[config.mk]
export PLATFORM = sky130hd
export DESIGN_NAME = fetch_unit
export DESIGN_NICKNAME = d
export VERILOG_FILES = /design/src/rtl/riscv_pkg.sv /design/src/rtl/fetch_queue.sv /design/src/rtl/fetch_unit.sv
export SDC_FILE = /design/constraint.sdc
export NUM_CORES = 1
export LEC_CHECK = 0
export CORE_MARGIN = 1
export CORE_UTILIZATION = 60
export DETAILED_ROUTE_END_ITERATION = 8
export PLACE_DENSITY_LB_ADDON = 0.08
export SYNTH_ARGS = -nofsm -noshare
export SYNTH_HDL_FRONTEND = slang
export SYNTH_SLANG_ARGS = --single-unit
[constraint.sdc]
create_clock -name clk -period 5.7 [get_ports clk]
set_clock_uncertainty 0.2 [all_clocks]
set_input_delay 1.14 -clock clk [delete_from_list [all_inputs] [get_ports clk]]
set_output_delay 1.14 -clock clk [all_outputs]
set_load 0.03 [all_outputs]
[src/rtl/riscv_pkg.sv]
// Shared definitions for the fetch path: widths, defaults and the queue entry layout.
package riscv_pkg;
  localparam int unsigned XLEN            = 32;
  localparam logic [31:0] RESET_PC_DEF    = 32'h0000_0000;
  localparam int unsigned QUEUE_DEPTH_DEF = 4;
  localparam logic [31:0] NOP_INSTR       = 32'h0000_0000;

  typedef struct packed {
    logic [XLEN-1:0] instr;
    logic [XLEN-1:0] pc;
  } fetch_entry_t;

  function automatic logic [XLEN-1:0] pc_align(input logic [XLEN-1:0] a);
    return {a[XLEN-1:2], 2'b00};
  endfunction
endpackage

[src/rtl/fetch_queue.sv]
// Show-ahead circular FIFO of {instr, pc} entries; flush wins over push and pop.
module fetch_queue
  import riscv_pkg::*;
#(
  parameter int unsigned DEPTH = QUEUE_DEPTH_DEF,
  localparam int unsigned AW   = $clog2(DEPTH),
  localparam int unsigned CW   = AW + 1
) (
  input  logic         clk,
  input  logic         rst,
  input  logic         i_flush,
  input  logic         i_push,
  input  fetch_entry_t i_push_data,
  input  logic         i_pop,
  output fetch_entry_t o_head,
  output logic         o_valid,
  output logic [CW-1:0] o_count
);

  fetch_entry_t  r_mem [DEPTH];
  logic [AW-1:0] r_wptr;
  logic [AW-1:0] r_rptr;
  logic [CW-1:0] r_count;

  logic w_valid;
  logic w_full;
  logic w_push;
  logic w_pop;

  assign w_valid = (r_count != '0);
  assign w_full  = (r_count == CW'(DEPTH));
  assign w_push  = i_push && !i_flush && !w_full;
  assign w_pop   = i_pop && !i_flush && w_valid;

  // Pointers wrap naturally because DEPTH is a power of two.
  always_ff @(posedge clk or posedge rst) begin
    if (rst) begin
      r_wptr  <= '0;
      r_rptr  <= '0;
      r_count <= '0;
    end else if (i_flush) begin
      r_wptr  <= '0;
      r_rptr  <= '0;
      r_count <= '0;
    end else begin
      if (w_push) r_wptr <= r_wptr + AW'(1);
      if (w_pop)  r_rptr <= r_rptr + AW'(1);
      r_count <= r_count + CW'(w_push) - CW'(w_pop);
    end
  end

  always_ff @(posedge clk) begin
    if (w_push) r_mem[r_wptr] <= i_push_data;
  end

  always_comb begin
    o_head = '{instr: NOP_INSTR, pc: '0};
    if (w_valid) o_head = r_mem[r_rptr];
  end

  assign o_valid = w_valid;
  assign o_count = r_count;

  a_no_push_full: assert property (@(posedge clk) disable iff (rst)
    !(i_push && !i_flush && w_full));

endmodule

[src/rtl/fetch_unit.sv]
// Instruction fetch front end: PC sequencing, single-outstanding memory credit and redirect handling.
module fetch_unit
  import riscv_pkg::*;
#(
  parameter logic [31:0] RESET_PC    = RESET_PC_DEF,
  parameter int unsigned QUEUE_DEPTH = QUEUE_DEPTH_DEF
) (
  input  logic            clk,
  input  logic            rst,
  output logic            imem_req,
  output logic [XLEN-1:0] imem_addr,
  input  logic [XLEN-1:0] imem_rdata,
  output logic [XLEN-1:0] instr,
  output logic [XLEN-1:0] instr_pc,
  output logic            instr_valid,
  input  logic            decode_ready,
  input  logic            redirect_valid,
  input  logic [XLEN-1:0] redirect_pc
);

  localparam int unsigned CW = $clog2(QUEUE_DEPTH) + 1;

  logic [XLEN-1:0] r_fetch_pc;
  logic            r_inflight;
  logic [XLEN-1:0] r_inflight_pc;

  logic [CW-1:0]   w_count;
  logic [CW-1:0]   w_credit;
  logic            w_req;
  logic            w_pop;
  logic            w_q_valid;
  fetch_entry_t    w_head;
  fetch_entry_t    w_push_data;

  // The outstanding request reserves a slot, so a push can never hit a full queue.
  assign w_credit = w_count + CW'(r_inflight);
  assign w_req    = !rst && !redirect_valid && (w_credit < CW'(QUEUE_DEPTH));
  assign w_pop    = w_q_valid && decode_ready && !redirect_valid;

  assign w_push_data = '{instr: imem_rdata, pc: r_inflight_pc};

  fetch_queue #(.DEPTH(QUEUE_DEPTH)) u_queue (
    .clk         (clk),
    .rst         (rst),
    .i_flush     (redirect_valid),
    .i_push      (r_inflight),
    .i_push_data (w_push_data),
    .i_pop       (w_pop),
    .o_head      (w_head),
    .o_valid     (w_q_valid),
    .o_count     (w_count)
  );

  always_ff @(posedge clk or posedge rst) begin
    if (rst) begin
      r_fetch_pc    <= RESET_PC;
      r_inflight    <= 1'b0;
      r_inflight_pc <= '0;
    end else begin
      r_inflight <= w_req;
      if (w_req) r_inflight_pc <= r_fetch_pc;
      if (redirect_valid)  r_fetch_pc <= pc_align(redirect_pc);
      else if (w_req)      r_fetch_pc <= r_fetch_pc + 32'd4;
    end
  end

  assign imem_req    = w_req;
  assign imem_addr   = w_req ? r_fetch_pc : '0;
  assign instr       = w_head.instr;
  assign instr_pc    = w_head.pc;
  assign instr_valid = w_q_valid;

endmodule

==> flow_summary.toml <==
[yosys]
yosys-top-cells-area = "edfxtp_1 57%, dfrtp_1 13%, mux4_2 11%"
synth_edf_count = 248
synthFlopType = "edfxtp_1"
ys_types = 47
syn-cell-area_mm2 = 0.0130
async_flop_share_pct = 21.5
netlist_instances = 744
ys_ff_latch = 316
seq_area_frac_synth_pct = 70.5
synth_largest_area_cell = "edfxtp_1"
synth_top_area_share_pct = 57.4
syn_area_per_cell_um2 = 17.4
yosysWarnings = 0

[sta]
whs_ns = 0.317
grt_setup_unrepaired = "false"
timing.slew.headroom_pct = 22.1
slew_violations = 0
tightest_slew_ns = 1.17
fin_crit_sh_pct = 82.1
finalSetupViolCount = 0
hold_viol = 0
fmax_mhz = 214
final.setup.tns_ns = 0
fin_ws_ns = 1.02
period_needed_ns = 4.68

[worst_hold_path]
hold_depth = 0
min_to = "u_queue.r_mem[2][15]$_DFFE_PP_"
worstHoldStart = "r_inflight_pc[15]$_DFFE_PP0P_"
hold_path_class = "reg2reg"

[status]
status = "finished clean"

[place]
gp_congestion = 0.882
place_inst = 1143
portBuffers = 159
pre_cts_slack_ns = 1.02
dp.final_hpwl_um = 14800

[critical_path]
required_ns = 4.36
crit_arrival_ns = 3.34
startpoint_type = "primary input"
worstSetupEndpointType = "output port"
crit_type = "in2out"
reg2reg_setup_slack_ns = 2.30
r2r_cells = 10
worstPathMaxFanout = 28
r2r-end = "u_queue.o_count[2]$_DFF_PP0_"
r2r-start = "u_queue.o_count[2]$_DFF_PP0_"

[clock_tree]
cts_num_sinks = 316
cts_made_buffers = 30
cts_tree = "done"
cts_max_path_buffers = 3
htree_levels = 1
cts_setup_buffers = 0
hold_buffers = 0
cts.clk_slew.worst_paths_ns = 0.06
post_cts_resize_count = 0
clk_latency_ns = 0.54
cts_root_buffer = "clkbuf_16"

[detailed_routing]
wl_per_cell_um = 20.8
dr.pass1.iters = 5
vias = 6992
drt-total-wl_um = 25000
ant_nets = 0
drt_iter0_drc = 460
vias_per_cell = 5.83
drc = 0

[floorplanning]
core-area_mm2 = 0.0211
fp.dieH_um = 149
rows = 53
start_util_pct = 61.5
fp.dieArea_mm2 = 0.0222
fp.dieW_um = 149
io_pins = 166

[final_layout]
layout_commonest_cell = "edfxtp_1"
finalNonFillerCells = 1199
final_cell_mix = "248 x edfxtp_1, 158 x clkdlybuf4s50_1, 93 x and2_1, 66 x dfrtp_1, 62 x mux4_2"
syn_to_final_growth_pct = 21.0
diodes = 0
fin_nets = 976
drive_gt1_share_pct = 18.1

[grt]
grt_max_degree = 66
antenna_found_initial = 0
grt_pass1_vias = 7249
overflow = 0
grt_pass1_wl_um = 39300
track_usage_pct = 23.2

[run]
drv_cap = 0

[power]
powerDensity_mw_per_mm2 = 452
leakage_nw = 5.35
irDropWorstVdd_mv = 0.309
per-stage QoR:
step / cell area (µm²) / util [%] / power [mW]
after CTS: 15700 / 74.5 / 7.16
after floorplan: 13000 / - / 4.42
after detailed placement: 14800 / 70.0 / 5.29
after global placement: 14800 / 70.0 / 5.24
final: 15700 / 74.5 / 7.10
after global routing: 15700 / 74.5 / 7.39
report_power, final:
part,internal (mW),switching (mW)
logic,1.03,1.19
registers,2.78,0.236
clock network,1.07,0.796
worst max-delay path, stage by stage:
cell and delay (ns):
clkdlybuf4s50_1 0.66, nor3_4 0.29, buf_4 0.35, and2_1 0.20, clkdlybuf4s50_1 0.69
registers in the layout, summed over array words and instances (netlist names):
register,count
u_queue.r_mem,248
u_queue.r_rptr,2
r_inflight_pc,30
u_queue.o_count,3
r_fetch_pc,30
r_inflight,1
u_queue.r_wptr,2
layout make-up:
| class | count | area (µm²) |
|---|---|---|
| repair buffers | 166 | 1650 |
| flip-flops and latches | 316 | 9150 |
| inverters | 9 | 33.8 |
| clock inverters | 22 | 149 |
| multi-input cells | 377 | 3580 |
| well taps | 275 | 344 |
| fillers | 1275 | 5390 |
| clock buffers | 34 | 787 |
synthesized netlist by cell type, types with 7 or more instances:
cell type / n
inv_1: 9
mux4_2: 62
buf_2: 10
nand2_1: 33
nor2_1: 17
and2_1: 97
xnor2_1: 10
mux2_2: 31
xor2_1: 19
nand4_1: 10
nand3_1: 13
clkbuf_1: 23
edfxtp_1: 248
or3_1: 7
ha_1: 7
o21ai_0: 28
dfrtp_1: 68
worst max path at each step:
stage / startpoint / cells after the start / to / slack, ns
floorplan: rst / 4 / imem_addr[17] / 2.01
global placement: rst / 5 / imem_addr[7] / 1.09
detailed placement: rst / 5 / imem_addr[4] / 1.02
CTS: rst / 5 / imem_addr[4] / 1.02
global route: rst / 5 / imem_addr[4] / 0.92
finish: rst / 5 / imem_addr[4] / 1.02
cell families (layout without fill, tap and decap cells):
| logic type | after synthesis | in the layout | share of synthesized area [%] |
|---|---|---|---|
| flip-flops | 316 | 316 | 70.5 |
| AND/OR/NAND/NOR | 203 | 203 | 9.24 |
| multiplexers | 97 | 97 | 13.9 |
| buffers and inverters | 54 | 231 | 2.10 |
| AO/OA/AOI/OAI | 36 | 36 | 1.45 |
| XOR/XNOR | 29 | 29 | 1.96 |
| adder cells (fa/ha/maj) | 8 | 8 | 0.829 |
| other | 1 | 4 | 0.0289 |
per-layer routing:
| layer | vias to the layer above | track usage (%) | share of wire, % |
|---|---|---|---|
| li1 | 3125 | - | - |
| met1 | 3593 | 33.3 | 43 |
| met2 | 245 | 38.5 | 50 |
| met3 | 29 | 2.84 | 5.2 |
| met4 | 0 | 5.20 | 1.3 |
| met5 | - | 0 | 0 |
Note: power is estimated with default switching activity, not from simulation.
